File: src/rtl/adder_meas_ctrl_pkg.sv
`default_nettype none
// ============================================================================
// Module  : adder_meas_ctrl_pkg
// Purpose : Shared definitions for the adder measurement controller:
//           register offsets, CTRL/STATUS bit indices, FSM state encoding
//           and a Wishbone byte-lane mask helper.
// Ports   : none (package)
// Revision: 1.0 - initial release
// ============================================================================
package adder_meas_ctrl_pkg;

    // Register offsets within the 256-byte window
    localparam logic [7:0] OFF_CTRL   = 8'h00;
    localparam logic [7:0] OFF_STATUS = 8'h04;
    localparam logic [7:0] OFF_GATE   = 8'h08;
    localparam logic [7:0] OFF_COUNT  = 8'h0C;
    localparam logic [7:0] OFF_A      = 8'h10;
    localparam logic [7:0] OFF_B      = 8'h14;
    localparam logic [7:0] OFF_SUM    = 8'h18;

    // Bit indices
    localparam int CTRL_START  = 0;
    localparam int CTRL_IRQ_EN = 1;
    localparam int STAT_BUSY   = 0;
    localparam int STAT_DONE   = 1;

    // Gate window length after reset
    localparam logic [31:0] GATE_RST = 32'd16;

    typedef enum logic [1:0] {
        ST_IDLE  = 2'd0,
        ST_ARM   = 2'd1,
        ST_COUNT = 2'd2,
        ST_DONE  = 2'd3
    } state_e;

    // Expand the 4-bit byte-lane select into a 32-bit bit mask
    function automatic logic [31:0] sel_to_mask(input logic [3:0] sel);
        return {{8{sel[3]}}, {8{sel[2]}}, {8{sel[1]}}, {8{sel[0]}}};
    endfunction

endpackage : adder_meas_ctrl_pkg
`default_nettype wire

File: src/rtl/adder_meas_ctrl_ro_edge_sync.sv
`default_nettype none
// ============================================================================
// Module  : adder_meas_ctrl_ro_edge_sync
// Purpose : Brings the asynchronous ring-oscillator tap into the clock
//           domain with a two-flop synchroniser and emits a one-cycle pulse
//           on each rising edge of the synchronised signal.
// Ports   : clk_i   - clock
//           rst_i   - synchronous active-high reset
//           async_i - asynchronous input
//           rise_o  - rising-edge pulse (one clock wide)
// Revision: 1.0 - initial release
// ============================================================================
module adder_meas_ctrl_ro_edge_sync (
    input  logic clk_i,
    input  logic rst_i,
    input  logic async_i,
    output logic rise_o
);

    logic sync1_q;
    logic sync2_q;
    logic hist_q;

    always_ff @(posedge clk_i) begin
        if (rst_i) begin
            sync1_q <= 1'b0;
            sync2_q <= 1'b0;
            hist_q  <= 1'b0;
        end else begin
            sync1_q <= async_i;
            sync2_q <= sync1_q;
            hist_q  <= sync2_q;
        end
    end

    assign rise_o = sync2_q & ~hist_q;

endmodule : adder_meas_ctrl_ro_edge_sync
`default_nettype wire

File: src/rtl/adder_meas_ctrl.sv
`default_nettype none
// ============================================================================
// Module  : adder_meas_ctrl
// Purpose : Wishbone-slave measurement controller. Drives adder operands and
//           the ring-oscillator enable, runs a settle + gate window, counts
//           ring-oscillator rising edges, latches count and adder sum and
//           raises a level interrupt.
// Ports   : wb_clk_i/wb_rst_i      - clock, synchronous active-high reset
//           wbs_*                  - Wishbone slave interface
//           ro_i / ro_en_o         - ring-osc tap (async) / enable
//           a_o, b_o / sum_i       - adder operands / adder result
//           irq_o                  - done & irq_en
// Revision: 1.0 - initial release
// ============================================================================
module adder_meas_ctrl
    import adder_meas_ctrl_pkg::*;
#(
    parameter logic [31:0] BASE_ADDR = 32'h3000_0000,
    parameter int          ADDER_W   = 8,
    parameter int          CNT_W     = 32,
    parameter int          SETTLE    = 4
) (
    input  logic               wb_clk_i,
    input  logic               wb_rst_i,
    input  logic               wbs_stb_i,
    input  logic               wbs_cyc_i,
    input  logic               wbs_we_i,
    input  logic [3:0]         wbs_sel_i,
    input  logic [31:0]        wbs_dat_i,
    input  logic [31:0]        wbs_adr_i,
    output logic               wbs_ack_o,
    output logic [31:0]        wbs_dat_o,
    input  logic               ro_i,
    output logic               ro_en_o,
    output logic [ADDER_W-1:0] a_o,
    output logic [ADDER_W-1:0] b_o,
    input  logic [ADDER_W:0]   sum_i,
    output logic               irq_o
);

    // Bus-side registers
    logic               ack_q;
    logic [31:0]        dat_q;
    logic               start_q;
    logic               irq_en_q;
    // GATE is kept 32 bits wide so its reset value stays representable
    // even for narrow edge counters.
    logic [31:0]        gate_q;
    logic [ADDER_W-1:0] a_q;
    logic [ADDER_W-1:0] b_q;

    // Measurement-side registers
    state_e             state_q;
    logic               ro_en_q;
    logic               done_q;
    logic [31:0]        settle_q;
    logic [31:0]        gate_cnt_q;
    logic [CNT_W-1:0]   edge_cnt_q;
    logic [CNT_W-1:0]   count_q;
    logic [ADDER_W:0]   sum_q;

    logic               ro_rise;
    logic               w_req;
    logic               w_wr;
    logic               w_busy;
    logic               w_w1c_done;
    logic [7:0]         w_off;
    logic [31:0]        w_mask;
    logic [31:0]        w_rdata;

    adder_meas_ctrl_ro_edge_sync u_sync (
        .clk_i   (wb_clk_i),
        .rst_i   (wb_rst_i),
        .async_i (ro_i),
        .rise_o  (ro_rise)
    );

    // A new request is only taken when no ack is outstanding, so every
    // access is acked exactly once, one cycle later.
    assign w_off      = wbs_adr_i[7:0];
    assign w_req      = wbs_stb_i & wbs_cyc_i & ~ack_q
                        & (wbs_adr_i[31:8] == BASE_ADDR[31:8]);
    assign w_wr       = w_req & wbs_we_i;
    assign w_mask     = sel_to_mask(wbs_sel_i);
    assign w_busy     = (state_q == ST_ARM) || (state_q == ST_COUNT);
    assign w_w1c_done = w_wr && (w_off == OFF_STATUS) && wbs_sel_i[0]
                        && wbs_dat_i[STAT_DONE];

    always_comb begin
        w_rdata = '0;
        case (w_off)
            OFF_CTRL:   w_rdata[CTRL_IRQ_EN] = irq_en_q;
            OFF_STATUS: begin
                w_rdata[STAT_BUSY] = w_busy;
                w_rdata[STAT_DONE] = done_q;
            end
            OFF_GATE:   w_rdata = gate_q;
            OFF_COUNT:  w_rdata = 32'(count_q);
            OFF_A:      w_rdata = 32'(a_q);
            OFF_B:      w_rdata = 32'(b_q);
            OFF_SUM:    w_rdata = 32'(sum_q);
            default:    w_rdata = '0;
        endcase
    end

    always_ff @(posedge wb_clk_i) begin
        if (wb_rst_i) begin
            ack_q    <= 1'b0;
            dat_q    <= '0;
            start_q  <= 1'b0;
            irq_en_q <= 1'b0;
            gate_q   <= GATE_RST;
            a_q      <= '0;
            b_q      <= '0;
        end else begin
            ack_q   <= w_req;
            dat_q   <= (w_req && !wbs_we_i) ? w_rdata : '0;
            start_q <= 1'b0;  // start is a single-cycle pulse
            if (w_wr) begin
                case (w_off)
                    OFF_CTRL: if (wbs_sel_i[0]) begin
                        start_q  <= wbs_dat_i[CTRL_START];
                        irq_en_q <= wbs_dat_i[CTRL_IRQ_EN];
                    end
                    OFF_GATE: gate_q <= (gate_q & ~w_mask) | (wbs_dat_i & w_mask);
                    OFF_A:    a_q <= (a_q & ~w_mask[ADDER_W-1:0])
                                     | (wbs_dat_i[ADDER_W-1:0] & w_mask[ADDER_W-1:0]);
                    OFF_B:    b_q <= (b_q & ~w_mask[ADDER_W-1:0])
                                     | (wbs_dat_i[ADDER_W-1:0] & w_mask[ADDER_W-1:0]);
                    default:  ;
                endcase
            end
        end
    end

    always_ff @(posedge wb_clk_i) begin
        if (wb_rst_i) begin
            state_q    <= ST_IDLE;
            ro_en_q    <= 1'b0;
            done_q     <= 1'b0;
            settle_q   <= '0;
            gate_cnt_q <= '0;
            edge_cnt_q <= '0;
            count_q    <= '0;
            sum_q      <= '0;
        end else begin
            case (state_q)
                ST_IDLE: if (start_q) begin
                    state_q    <= ST_ARM;
                    ro_en_q    <= 1'b1;
                    settle_q   <= 32'(SETTLE - 1);
                    edge_cnt_q <= '0;
                end
                ST_ARM: begin
                    if (settle_q == '0) begin
                        if (gate_q == '0) begin
                            state_q <= ST_DONE;
                            ro_en_q <= 1'b0;
                        end else begin
                            state_q    <= ST_COUNT;
                            gate_cnt_q <= gate_q;
                        end
                    end else begin
                        settle_q <= settle_q - 32'd1;
                    end
                end
                ST_COUNT: begin
                    if (ro_rise && (edge_cnt_q != '1))
                        edge_cnt_q <= edge_cnt_q + 1'b1;
                    if (gate_cnt_q == 32'd1) begin
                        state_q <= ST_DONE;
                        ro_en_q <= 1'b0;
                    end else begin
                        gate_cnt_q <= gate_cnt_q - 32'd1;
                    end
                end
                ST_DONE: begin
                    count_q <= edge_cnt_q;
                    sum_q   <= sum_i;
                    state_q <= ST_IDLE;
                end
                default: begin
                    state_q <= ST_IDLE;
                    ro_en_q <= 1'b0;
                end
            endcase

            // Hardware set beats a same-cycle software clear
            if (state_q == ST_DONE)
                done_q <= 1'b1;
            else if ((state_q == ST_IDLE) && start_q)
                done_q <= 1'b0;
            else if (w_w1c_done)
                done_q <= 1'b0;
        end
    end

    assign wbs_ack_o = ack_q;
    assign wbs_dat_o = dat_q;
    assign ro_en_o   = ro_en_q;
    assign a_o       = a_q;
    assign b_o       = b_q;
    assign irq_o     = done_q & irq_en_q;

endmodule : adder_meas_ctrl
`default_nettype wire

File: config.mk
export PLATFORM = sky130hd
export DESIGN_NAME = adder_meas_ctrl
export DESIGN_NICKNAME = d
export VERILOG_FILES = /design/src/rtl/adder_meas_ctrl_pkg.sv /design/src/rtl/adder_meas_ctrl_ro_edge_sync.sv /design/src/rtl/adder_meas_ctrl.sv
export SDC_FILE = /design/constraint.sdc
export NUM_CORES = 1
export LEC_CHECK = 0
export ABC_AREA = 1
export CAP_MARGIN = 20
export CORE_ASPECT_RATIO = 1.25
export CORE_UTILIZATION = 50
export DETAILED_ROUTE_END_ITERATION = 16
export DONT_BUFFER_PORTS = 1
export PLACE_DENSITY_LB_ADDON = 0.15
export SYNTH_ARGS = -nofsm -noshare
export SYNTH_HDL_FRONTEND = slang
export SYNTH_HIERARCHICAL = 1
export SYNTH_SLANG_ARGS = --single-unit
File: constraint.sdc
create_clock -name wb_clk_i -period 4.1 [get_ports wb_clk_i]
set_input_delay 0.82 -clock wb_clk_i [delete_from_list [all_inputs] [get_ports wb_clk_i]]
set_output_delay 0.82 -clock wb_clk_i [all_outputs]
set_load 0.01 [all_outputs]
Word-level counts from Yosys, hierarchy flattened
Cells that the tools add are included.

Memories: 0. RAM bits: 0. Bits in read-only memories: 0. Output and inout bits: 51. Latch bits: 0. Bits in registers: 227.

Add/subtract/negate cells: 3. Eq/ne operators: 20. $mul: 0. Magnitude comparators: 0. Div/mod/pow operators: 0. Mux-type cells: 26. Shift-type cells: 0. Reduce and logical (&&, ||, !) cells: 28. Bitwise operators: 22.

Operators with widths (count): $mux 32 (7); $pmux 32 s2 (3); $pmux 30 s5 (1); $and 32x32->32 (2); $logic_not 32->1 (2); $sub 32x1->32 const B (2); $add 32x1->32 const B (1); $eq 32x1->1 const B (1); $ne 32x32->1 const B (1); $not 32->32 (1); $or 32x32->32 (1); $and 8x8->8 (3); $eq 24x22->1 const B (1); $eq 8x5->1 const B (3); $eq 8x4->1 const B (2); $or 8x8->8 (2); $reduce_and 3->1 (4); $eq 8x3->1 const B (1); $logic_not 8->1 (1); $mux 1 (8); $ne 2x1->1 const B (4); $ne 2x2->1 const B (4); $not 8->8 (1); $pmux 2 s4 (1); 19 further kinds (42).

Depth between registers and ports, before layout
Word-level depth: 10. Depth in mapped cells: 14.

Cells and area by module
Netlist, hierarchy kept.

Modules (own cells, without submodules): adder_meas_ctrl (area an instance 11991.5 µm², cells an instance 1909, instances 1); adder_meas_ctrl_ro_edge_sync (area an instance 86.3 µm², cells an instance 10, instances 1).

Worst setup path after synthesis
OpenSTA, ideal clock, no wires.

Path type: input to register. Start: in wbs_adr_i[1]. End: reg with a tool-made name. Required time: 3976 ps. Stages: 8. Slack: 1974 ps. Data arrival time: 2002 ps. Cell sequence: nor2_1 > nand2_1 > nor2_1 > nand2_2 > inv_1 > nand4_2 > inv_1 > a21oi_1.

RTL lines: start, declared (RTL line adder_meas_ctrl.sv:30) `input logic [31:0] wbs_adr_i,`.

Final worst setup path
Start: reg state_q[0]. End: reg edge_cnt_q[31].

Cells in the longest elaborated chain, start to end: 3. Elaborated cells between the ends (all ways): 7. Classes of those cells: 3 x eq/ne; 1 x mux; 3 x reduce/logical.

RTL lines: start, declared (RTL line adder_meas_ctrl.sv:53) `state_e state_q;`; start signal, assigned (RTL line adder_meas_ctrl.sv:138) `state_q <= ST_IDLE;`; start signal, assigned (RTL line adder_meas_ctrl.sv:149) `state_q <= ST_ARM;`; start signal, assigned (RTL line adder_meas_ctrl.sv:157) `state_q <= ST_DONE;`; $eq 2x2->1 or $logic_not 2->1 (tied branches) (RTL line adder_meas_ctrl.sv:147) `case (state_q)`; $ne 2x1->1 (no line) (tied with other cells); $reduce_and 3->1 (no line); end signal, assigned (RTL line adder_meas_ctrl.sv:169) `edge_cnt_q <= edge_cnt_q + 1'b1;`; end, declared (RTL line adder_meas_ctrl.sv:58) `logic [CNT_W-1:0] edge_cnt_q;`.

Several ways; a longest one is shown, not always the timed one. A chain may end at the register's enable or synchronous reset.

==> key figures <==
Outcome
  – Outcome: finished clean

GRT
  – Initial antenna violation count: 2
  – Largest net degree at the start of global routing: 117
  – GRT Util Overall: 27.9%
  – First-pass GRT wire length: 55,900 µm
  – Remaining global-route overflow: 0
  – Vias in the first global route: 10.9k

Synth
  – Xor and xnor area share after synthesis: 3.05%
  – Syn Inst Count: 1,919
  – Post-synthesis simple-gate area fraction: 37.0%
  – Synth Register Bits: 227
  – Leading area contributor after synthesis: dfxtp_1
  – Largest family of logic cells by synthesized area: simple AND/OR/NAND/NOR gates
  – Number of distinct library cells after synthesis: 41
  – Yosys top cell area share: 37.6%
  – Post-Synth Adder-Cell Area: 1.04%
  – Proportion of synthesized area in mux cells: 0%
  – Yosys warning count: 6
  – Compound-Gate Fraction of Synth Area: 13.3%
  – Register area share after synthesis: 37.6%
  – Synth top area cells: dfxtp_1, nand2_1, nor2_1
  – Syn Area/Cell: 6.29 µm²
  – Synthesized cell area: 12,100 µm²
  – Syn Nets: 2,012

Place
  – Hpwl dp: 24,400 µm
  – I/O Buffers: 0
  – Placed cell area: 12,200 µm²
  – Cells after DPL: 2,179
  – Final GP Congestion: 0.929

Floorplan
  – Die Wd: 141 µm
  – Die Span Y: 176 µm
  – Die area: 24,800 µm²
  – Site Rows: 63
  – Ports: 134
  – Initial Utilization: 50.9%
  – Core area: 23,700 µm²

Pwr
  – Pwr Density: 676 nW/µm²
  – P_leak: 0.00553 µW
  – Power share of the sequential group: 29.2%
  – Logic pwr share: 42.5%
  – Int Pwr: 5080 µW
  – Net switching power: 3790 µW
  – Sw Ratio: 42.7%
  – VDD IR max: 0.533 mV
  – Clock network power share: 28.3%

Drt
  – # DRC: 0
  – WL final: 34,400 µm
  – DRT Pass-1 Iters: 5
  – DR vias/cell: 5.24
  – Routed len/inst: 15.5 µm
  – Routed Antenna Nets: 0
  – Vias: 11.7k
  – DRT iter0 DRCs: 817

Final layout
  – FILL cells: 2,420
  – P&R area growth vs syn: 8.69%
  – Final core utilization: 55.3%
  – Post-route cell area: 13,100 µm²
  – Nets@finish: 1,974
  – Most frequent cells in the layout: nand2_1, nor2_1, dfxtp_1
  – Most common cell after layout, fill and taps aside: nand2_1
  – Layout cells sized above 1: 5.74%
  – Non-Filler Instances: 2,225

Critical path
  – CP max stage cell: a21oi_2
  – Buffers & Inverters on Critical Path: 3
  – Worst setup path class: flip-flop to flip-flop
  – Critical path cell sequence: inv_1, ha_1, inv_1, nor2_1, a21oi_2, nand2_4, inv_2, nand2_1, a21oi_1
  – Startpoint types: flip-flop
  – Crit-path max FO: 29
  – Worst R2R Setup Slack: 1.35 ns
  – CP Data Arrival Time: 3.21 ns
  – Worst path top cell family by delay: compound AO/OA/AOI/OAI gates
  – Worst path max stage delay: 0.61 ns
  – Critical Path Most Common Cell: inv_1
  – CP Capture Type: flip-flop
  – WP data required: 4.56 ns

Clock tree
  – Max Buffers Root-to-Sink: 3
  – # Post-CTS Setup Buffers: 0
  – Clk slew on worst S/H paths: 0.06 ns
  – CTS Hold Bufs: 0
  – CTS sink count: 227
  – Worst-Skew Late Latency: 0.54 ns
  – Number of buffers created by CTS: 25
  – CTS tree: built
  – H-tree level count: 1
  – Clock root cell: clkbuf_16
  – Resized cells post-CTS: 0

Timing
  – Worst hold slack: 0.377 ns
  – Max Slew Vio Count: 0
  – Setup TNS: 0 ns
  – Count of final hold-check violations: 0
  – Clock Skews: 0.0236 ns
  – Fin crit period: 2.75 ns
  – Rel. slew slack: 33.1%
  – Period Utilization, post-route: 67.1%
  – Worst slew pin tran: 1.00 ns
  – Setup violators final: 0
  – Achievable Freq: 363 MHz
  – RSZ-0062 raised after global routing: no

Min path
  – HP Class: input port to flip-flop

Flow run
  – Max cap viols: 0
==> cells by family (layout without fill, tap and decap cells) <==
logic type	after synthesis	in the layout
compound gates	298	298
xor+xnor	42	42
fa+ha+maj	10	10
buf+inv	235	214
flops	227	227
other cells	0	2
simple gates	1107	1107
==> Yosys cell counts (all sizes together) <==
library cell,instances
a211oi,2
a21oi,161
a31oi,2
and2,2
buf,22
clkbuf,51
clkinv,2
dfxtp,227
ha,10
inv,160
nand2,572
nand3,87
nand3b,3
nand4,15
nor2,408
nor3,14
nor3b,4
nor4,1
o211ai,2
o21ai,113
o21bai,8
o22ai,9
o31a,1
or2,1
xnor2,14
xor2,28
==> final timing paths <==
check                  from  cells after the start        endpoint
max              state_q[0]                      9  edge_cnt_q[31]
min                wb_rst_i                      1       wbs_ack_o
max reg2reg      state_q[0]                      9  edge_cnt_q[31]
min reg2reg  u_sync/sync1_q                      2  u_sync/sync2_q
==> metrics by stage <==
step / setup WS (ns) / power [µW]
4_1_cts: 1.36 / 8880
3_3_place_gp: 1.31 / 6340
6_report: 1.35 / 8870
3_5_place_dp: 1.24 / 6370
2_1_floorplan: 1.97 / 5620
5_1_grt: 1.07 / 9570
==> worst reg2reg max path: cells and delay by family, from the launching register on <==
family | cells | cell delay [ns]
AOI/OAI and AO/OA | 2 | 0.77
adders and majority gates | 1 | 0.25
buffers and inverters | 3 | 0.68
DFF | 1 | 0.40
and+or+nand+nor | 3 | 0.60
==> metal layers <==
layer | routed length [µm] | share of wire [%] | vias to the layer above | GRT usage (%)
met4 | 1000 | 2.9 | 0 | 9.51
li1 | - | - | 5979 | -
met3 | 1640 | 4.8 | 63 | 3.57
met1 | 15200 | 44 | 5360 | 35.6
met2 | 16600 | 48 | 261 | 48.4
met5 | 0 | 0 | - | 0.202
==> power groups by stage <==
stage / logic, µW / clock network (µW) / registers [µW]
3_3_place_gp: 3710 / 0 / 2630
6_report: 3770 / 2510 / 2590
4_1_cts: 3760 / 2540 / 2590
3_5_place_dp: 3740 / 0 / 2630
5_1_grt: 4320 / 2630 / 2620
2_1_floorplan: 3050 / 0 / 2570
==> final cells by class <==
class,instances,area [µm²],area share (%)
Multi-Input combinational cell,1457,6580,50.1
Sequential cell,227,4540,34.6
Clock buffer,33,696,5.30
Inverter,162,608,4.63
Tap cell,325,407,3.10
Clock inverter,11,215,1.64
Timing Repair Buffer,8,72.6,0.553
Antenna cell,2,5.00,0.0381
No activity file was read; power rests on OpenSTA's default activity.
